**src/rtl/execute_stage.sv**
```systemverilog
// Execute stage of a 5-stage RV32 pipeline: forwarding, ALU, branch/jump resolve, EX/MEM register.
// Latency: PCSrcE/PCTargetE combinational in the same cycle; all M outputs 1 cycle (EX/MEM register).
// Backpressure: none; the EX/MEM register loads on every clock, and flushes arrive as zero-control bubbles.
//
// Ports:
//   clk, rst                      - clock (rising edge), asynchronous active-high reset
//   RD1E, RD2E, PCE, PCPlus4E,    - ID/EX datapath values
//   ImmExtE, RdE
//   RegWriteE, MemWriteE, JumpE,  - ID/EX control
//   BranchE, ALUSrcE, ResultSrcE,
//   ALUControlE, LoadByteE
//   ResultW, ForwardAE, ForwardBE - writeback forward source and hazard-unit selects
//   PCSrcE, PCTargetE             - combinational redirect request and target
//   *M                            - EX/MEM pipeline register outputs
module execute_stage #(
  parameter int WORD_SIZE = 32
) (
  input  logic                 clk,
  input  logic                 rst,
  input  logic [WORD_SIZE-1:0] RD1E,
  input  logic [WORD_SIZE-1:0] RD2E,
  input  logic [WORD_SIZE-1:0] PCE,
  input  logic [WORD_SIZE-1:0] PCPlus4E,
  input  logic [WORD_SIZE-1:0] ImmExtE,
  input  logic [4:0]           RdE,
  input  logic                 RegWriteE,
  input  logic                 MemWriteE,
  input  logic                 JumpE,
  input  logic                 BranchE,
  input  logic                 ALUSrcE,
  input  logic [1:0]           ResultSrcE,
  input  logic [2:0]           ALUControlE,
  input  logic                 LoadByteE,
  input  logic [WORD_SIZE-1:0] ResultW,
  input  logic [1:0]           ForwardAE,
  input  logic [1:0]           ForwardBE,
  output logic                 PCSrcE,
  output logic [WORD_SIZE-1:0] PCTargetE,
  output logic [WORD_SIZE-1:0] ALUResultM,
  output logic [WORD_SIZE-1:0] WriteDataM,
  output logic [4:0]           RdM,
  output logic [WORD_SIZE-1:0] PCPlus4M,
  output logic                 RegWriteM,
  output logic                 MemWriteM,
  output logic [1:0]           ResultSrcM,
  output logic                 LoadByteM
);

  logic [WORD_SIZE-1:0] srcA;
  logic [WORD_SIZE-1:0] fwdB;
  logic [WORD_SIZE-1:0] srcB;
  logic [WORD_SIZE-1:0] aluResult;
  logic                 zeroE;

  // Forwarding: 10 takes our own registered ALU result (EX/MEM -> EX path);
  // the unused encoding 11 falls back to the register-file value.
  always_comb begin
    srcA = RD1E;
    case (ForwardAE)
      2'b01:   srcA = ResultW;
      2'b10:   srcA = ALUResultM;
      default: srcA = RD1E;
    endcase
  end

  always_comb begin
    fwdB = RD2E;
    case (ForwardBE)
      2'b01:   fwdB = ResultW;
      2'b10:   fwdB = ALUResultM;
      default: fwdB = RD2E;
    endcase
  end

  // Store data must be the forwarded rs2, taken before the immediate mux.
  assign srcB = ALUSrcE ? ImmExtE : fwdB;

  always_comb begin
    aluResult = '0;
    case (ALUControlE)
      3'b000:  aluResult = srcA + srcB;
      3'b001:  aluResult = srcA - srcB;
      3'b010:  aluResult = srcA & srcB;
      3'b011:  aluResult = srcA | srcB;
      3'b100:  aluResult = srcA ^ srcB;
      3'b101:  aluResult = {{(WORD_SIZE-1){1'b0}}, ($signed(srcA) < $signed(srcB))};
      3'b110:  aluResult = srcA << srcB[4:0];
      3'b111:  aluResult = srcA >> srcB[4:0];
      default: aluResult = '0;
    endcase
  end

  assign zeroE     = (aluResult == '0);
  assign PCSrcE    = JumpE | (BranchE & zeroE);
  assign PCTargetE = PCE + ImmExtE;

  // EX/MEM register: no enable; reset clears everything asynchronously.
  always_ff @(posedge clk or posedge rst) begin
    if (rst) begin
      ALUResultM <= '0;
      WriteDataM <= '0;
      RdM        <= '0;
      PCPlus4M   <= '0;
      RegWriteM  <= 1'b0;
      MemWriteM  <= 1'b0;
      ResultSrcM <= '0;
      LoadByteM  <= 1'b0;
    end else begin
      ALUResultM <= aluResult;
      WriteDataM <= fwdB;
      RdM        <= RdE;
      PCPlus4M   <= PCPlus4E;
      RegWriteM  <= RegWriteE;
      MemWriteM  <= MemWriteE;
      ResultSrcM <= ResultSrcE;
      LoadByteM  <= LoadByteE;
    end
  end

endmodule

```
**config.mk**
```make
export PLATFORM = sky130hd
export DESIGN_NAME = execute_stage
export DESIGN_NICKNAME = d
export VERILOG_FILES = /design/src/rtl/execute_stage.sv
export SDC_FILE = /design/constraint.sdc
export NUM_CORES = 1
export LEC_CHECK = 0
export ABC_AREA = 1
export CORE_ASPECT_RATIO = 1.5
export CORE_MARGIN = 8
export CORE_UTILIZATION = 31
export DETAILED_ROUTE_END_ITERATION = 8
export PLACE_DENSITY = 0.53
export SKIP_LAST_GASP = 1
export SYNTH_ARGS = -nofsm -noshare
export SYNTH_HDL_FRONTEND = slang
export SYNTH_SLANG_ARGS = --single-unit
```
**constraint.sdc**
```tcl
create_clock -name clk -period 7 [get_ports clk]
set_input_delay 1.4 -clock clk [delete_from_list [all_inputs] [get_ports clk]]
set_output_delay 1.4 -clock clk [all_outputs]
set_load 0.01 [all_outputs]
```
==> impl_metrics.tcl <==
set metrics [dict create \
    status "complete, but fails checks" \
    violations "setup timing" \
    tns_ns -0.0865 \
    finalHoldViolations 0 \
    synth_top_area_frac 0.172 \
    rsz0062_at_grt "true" \
    overflow 0 \
    std_cell_rows 100 \
    fin_util 0.530 \
    grt_pass1_vias 23100 \
    syn_inst 2601 \
    layout_worst_path_cycle_share 1.01 \
    endpoint_kind "output pin" \
    clockBufferDepth 2 \
    cts_buffers 9 \
    hold_ws_ns 0.735 \
    fmax_mhz 141 \
    required_ns 5.60 \
    power.density_nw_per_um2 212 \
    synth.ff_latch_count 106 \
    fin_crit_ns 7.09 \
    cp.arrival_ns 5.69 \
    drive_gt1_frac 0.282 \
    core_um2 49400 \
    drtPass1Iterations 6 \
    clockRootBuffer "clkbuf_16" \
    synth_edf_count 0 \
    worst_pin_slew_ns 0.944 \
    cp_top_family "simple AND/OR/NAND/NOR gates" \
    fp.dieW_um 198 \
    worst_clock_skew_ns 0.0142 \
    clkTransAtPathRegs_ns 0.08 \
    worst_path_largest_cell_delay_ns 0.48 \
    insertion_delay_ns 0.38 \
    synth_nets 2950 \
    portBuffers 352 \
    drt_iter0_drc 2157 \
    setup_violations 1 \
    htreeDepth 3 \
    path_buf_inv 10 \
    synth.most_common_cell "nand2_1" \
    fillers 5001 \
    hpwl_um 95200 \
    grt_pass1_wl_um 158000 \
    final_nets 3886 \
    synthArstFlopShare 1.00 \
    dieArea_um2 57300 \
    critPathLaunchType "input port" \
    vias 23400 \
    wl_per_cell_um 27.1 \
    cts_tree "yes" \
    initial_core_util 0.312 \
    synth_cell_types 52 \
    ys.flop_type "dfrtp_1" \
    syn_to_final_growth_pct 69.9 \
    crit_type "in2out" \
    antenna_found_initial 2 \
    routed_wl_um 114000 \
    finalMaxSlewViolations 0 \
    syn_area_per_cell_um2 5.93 \
    seq_area_frac_synth 0.172 \
    synth_largest_area_cell "dfrtp_1" \
    io_pins 353 \
    synth.cell_area_um2 15400 \
    grtUsageTotal 0.383 \
    max-slew-margin-rel 0.371 \
    holdBufCountCts 0 \
    peakVddDrop_v 0.000141 \
    die_h_um 289 \
    p_leak_nw 13.0 \
    cap_viol_max_count 0 \
    layout.cells.non_filler 4206 \
    hold_path_class "reg2reg" \
    grt_start_max_net_pins 74 \
    synth-warning-count 0 \
    synth_common_cells "648 x nand2_1, 474 x nand3_1, 308 x inv_1" \
    crit_top_cell "nand2_1" \
    crit_path_max_fanout 13 \
    cts.sinks 106 \
    crit_path_top_delay_cell "clkdlybuf4s50_1" \
    placedCellCount 4145 \
    ant_nets 0 \
    synth.area.top_cells "dfrtp_1 17%, nand2_1 16%, nand3_1 15%" \
    drc 0 \
    viasPerCell 5.56 \
    setup_slack_ns -0.0865 \
    gp_congestion 1.15 \
]
[flip-flops by register name (all words and copies together) (netlist names)]
| signal | flops |
|---|---|
| RegWriteM | 1 |
| WriteDataM | 32 |
| LoadByteM | 1 |
| MemWriteM | 1 |
| ResultSrcM | 2 |
| PCPlus4M | 32 |
| RdM | 5 |
| ALUResultM | 32 |
[layout make-up]
cell class                      instances  area (um2)  share of cell area
Inverter                              315        1190              0.0456
Sequential cell                       106        2650               0.101
Clock inverter                          7        67.6             0.00258
Tap cell                              663         830              0.0317
Antenna cell                            1        2.50           0.0000955
Clock buffer                            9         225             0.00859
Multi-Input combinational cell       2058       12200               0.465
Timing Repair Buffer                 1047        9050               0.345
[path summary, 6_finish.rpt]
| path | from | end | slack (ns) | cells past startpoint |
|---|---|---|---|---|
| min reg2reg | ALUResultM[10] | WriteDataM[10] | 0.73 | 3 |
| max reg2reg | ALUResultM[25] | ALUResultM[31] | 3.09 | 23 |
| min | ALUResultM[10] | WriteDataM[10] | 0.73 | 3 |
| min in group asynchronous | rst | PCPlus4M[13] | 1.47 | 2 |
| max | ForwardAE[0] | PCSrcE | -0.09 | 31 |
| max in group asynchronous | rst | PCPlus4M[30] | 4.31 | 3 |
[cell usage in the layout, fill, tap and decap left out, types with 11 or more instances in the layout]
cell             netlist  layout
xnor2_1               13      13
o22ai_1               13      13
buf_4                 14     669
ha_1                 132     100
inv_2                  5      20
nor3_1                27      17
nand4_1               33      33
dfrtp_1              106     106
o21bai_1              13      11
nor2_1               203     158
nand2_2                3      37
nor2_2                 3      38
inv_1                308     290
o21ai_2                6      26
clkdlybuf4s50_1        0     347
o21ai_0              141      93
o21ai_1               26      48
a21oi_2                0      26
a221o_1               25      25
nand2_1              648     612
nand3_1              474     452
a221oi_1              13      13
ha_4                   0      26
a21oi_1              164     132
buf_12                 0      16
xor2_1                21      21
or2_2                 17      17
nand3_2               12      30
[worst register-to-register path: stages (launching register included)]
cell,delay (ns)
dfrtp_1,0.46
a221o_1,0.38
o21ai_0,0.10
buf_4,0.20
o21ai_0,0.12
buf_4,0.18
ha_1,0.33
buf_4,0.18
nand2_1,0.09
inv_1,0.06
a21oi_2,0.17
buf_4,0.13
o221ai_1,0.10
buf_4,0.19
a21oi_1,0.16
a21oi_1,0.09
nor2_1,0.16
nor2_2,0.07
buf_4,0.13
buf_4,0.12
buf_4,0.12
buf_4,0.12
buf_4,0.14
inv_1,0.05
[repair_timing]
item,4_1_cts,5_1_grt
setup endpoints to repair,1,2
gates cloned,4,0
pin swaps,55,17
buffers inserted,35,7
resized for setup,305,46
[power by group]
group	internal, W	switching [W]	total [W]	leakage (nW)
clock	0.000252	0.000270	0.000522	0.146
sequential	0.000695	0.0000976	0.000792	1.27
combinational	0.00185	0.00239	0.00425	11.6
[logic make-up after synthesis]
| family | synth area share |
|---|---|
| compound gates | 0.168 |
| simple gates | 0.413 |
| xor+xnor | 0.0193 |
| buf+inv | 0.117 |
| flops | 0.172 |
| fa+ha+maj | 0.111 |
[per-layer routing]
layer / global-route usage / routed length [um] / up-vias
met1: 0.402 / 39600 / 11100
li1: - / - / 10500
met3: 0.0632 / 8480 / 397
met2: 0.655 / 54000 / 1364
met5: 0 / 13 / -
met4: 0.336 / 11800 / 2
[metrics by stage]
stage	worst slack (ns)	cell area, um2	power [W]
floorplan	0.962	15400	0.00230
global placement	-1.64	24200	0.00452
detailed placement	-1.59	24200	0.00453
CTS	0.000922	26000	0.00539
global route	-0.299	26200	0.00581
finish	-0.0865	26200	0.00556
No activity file was read; power rests on OpenSTA's default activity.
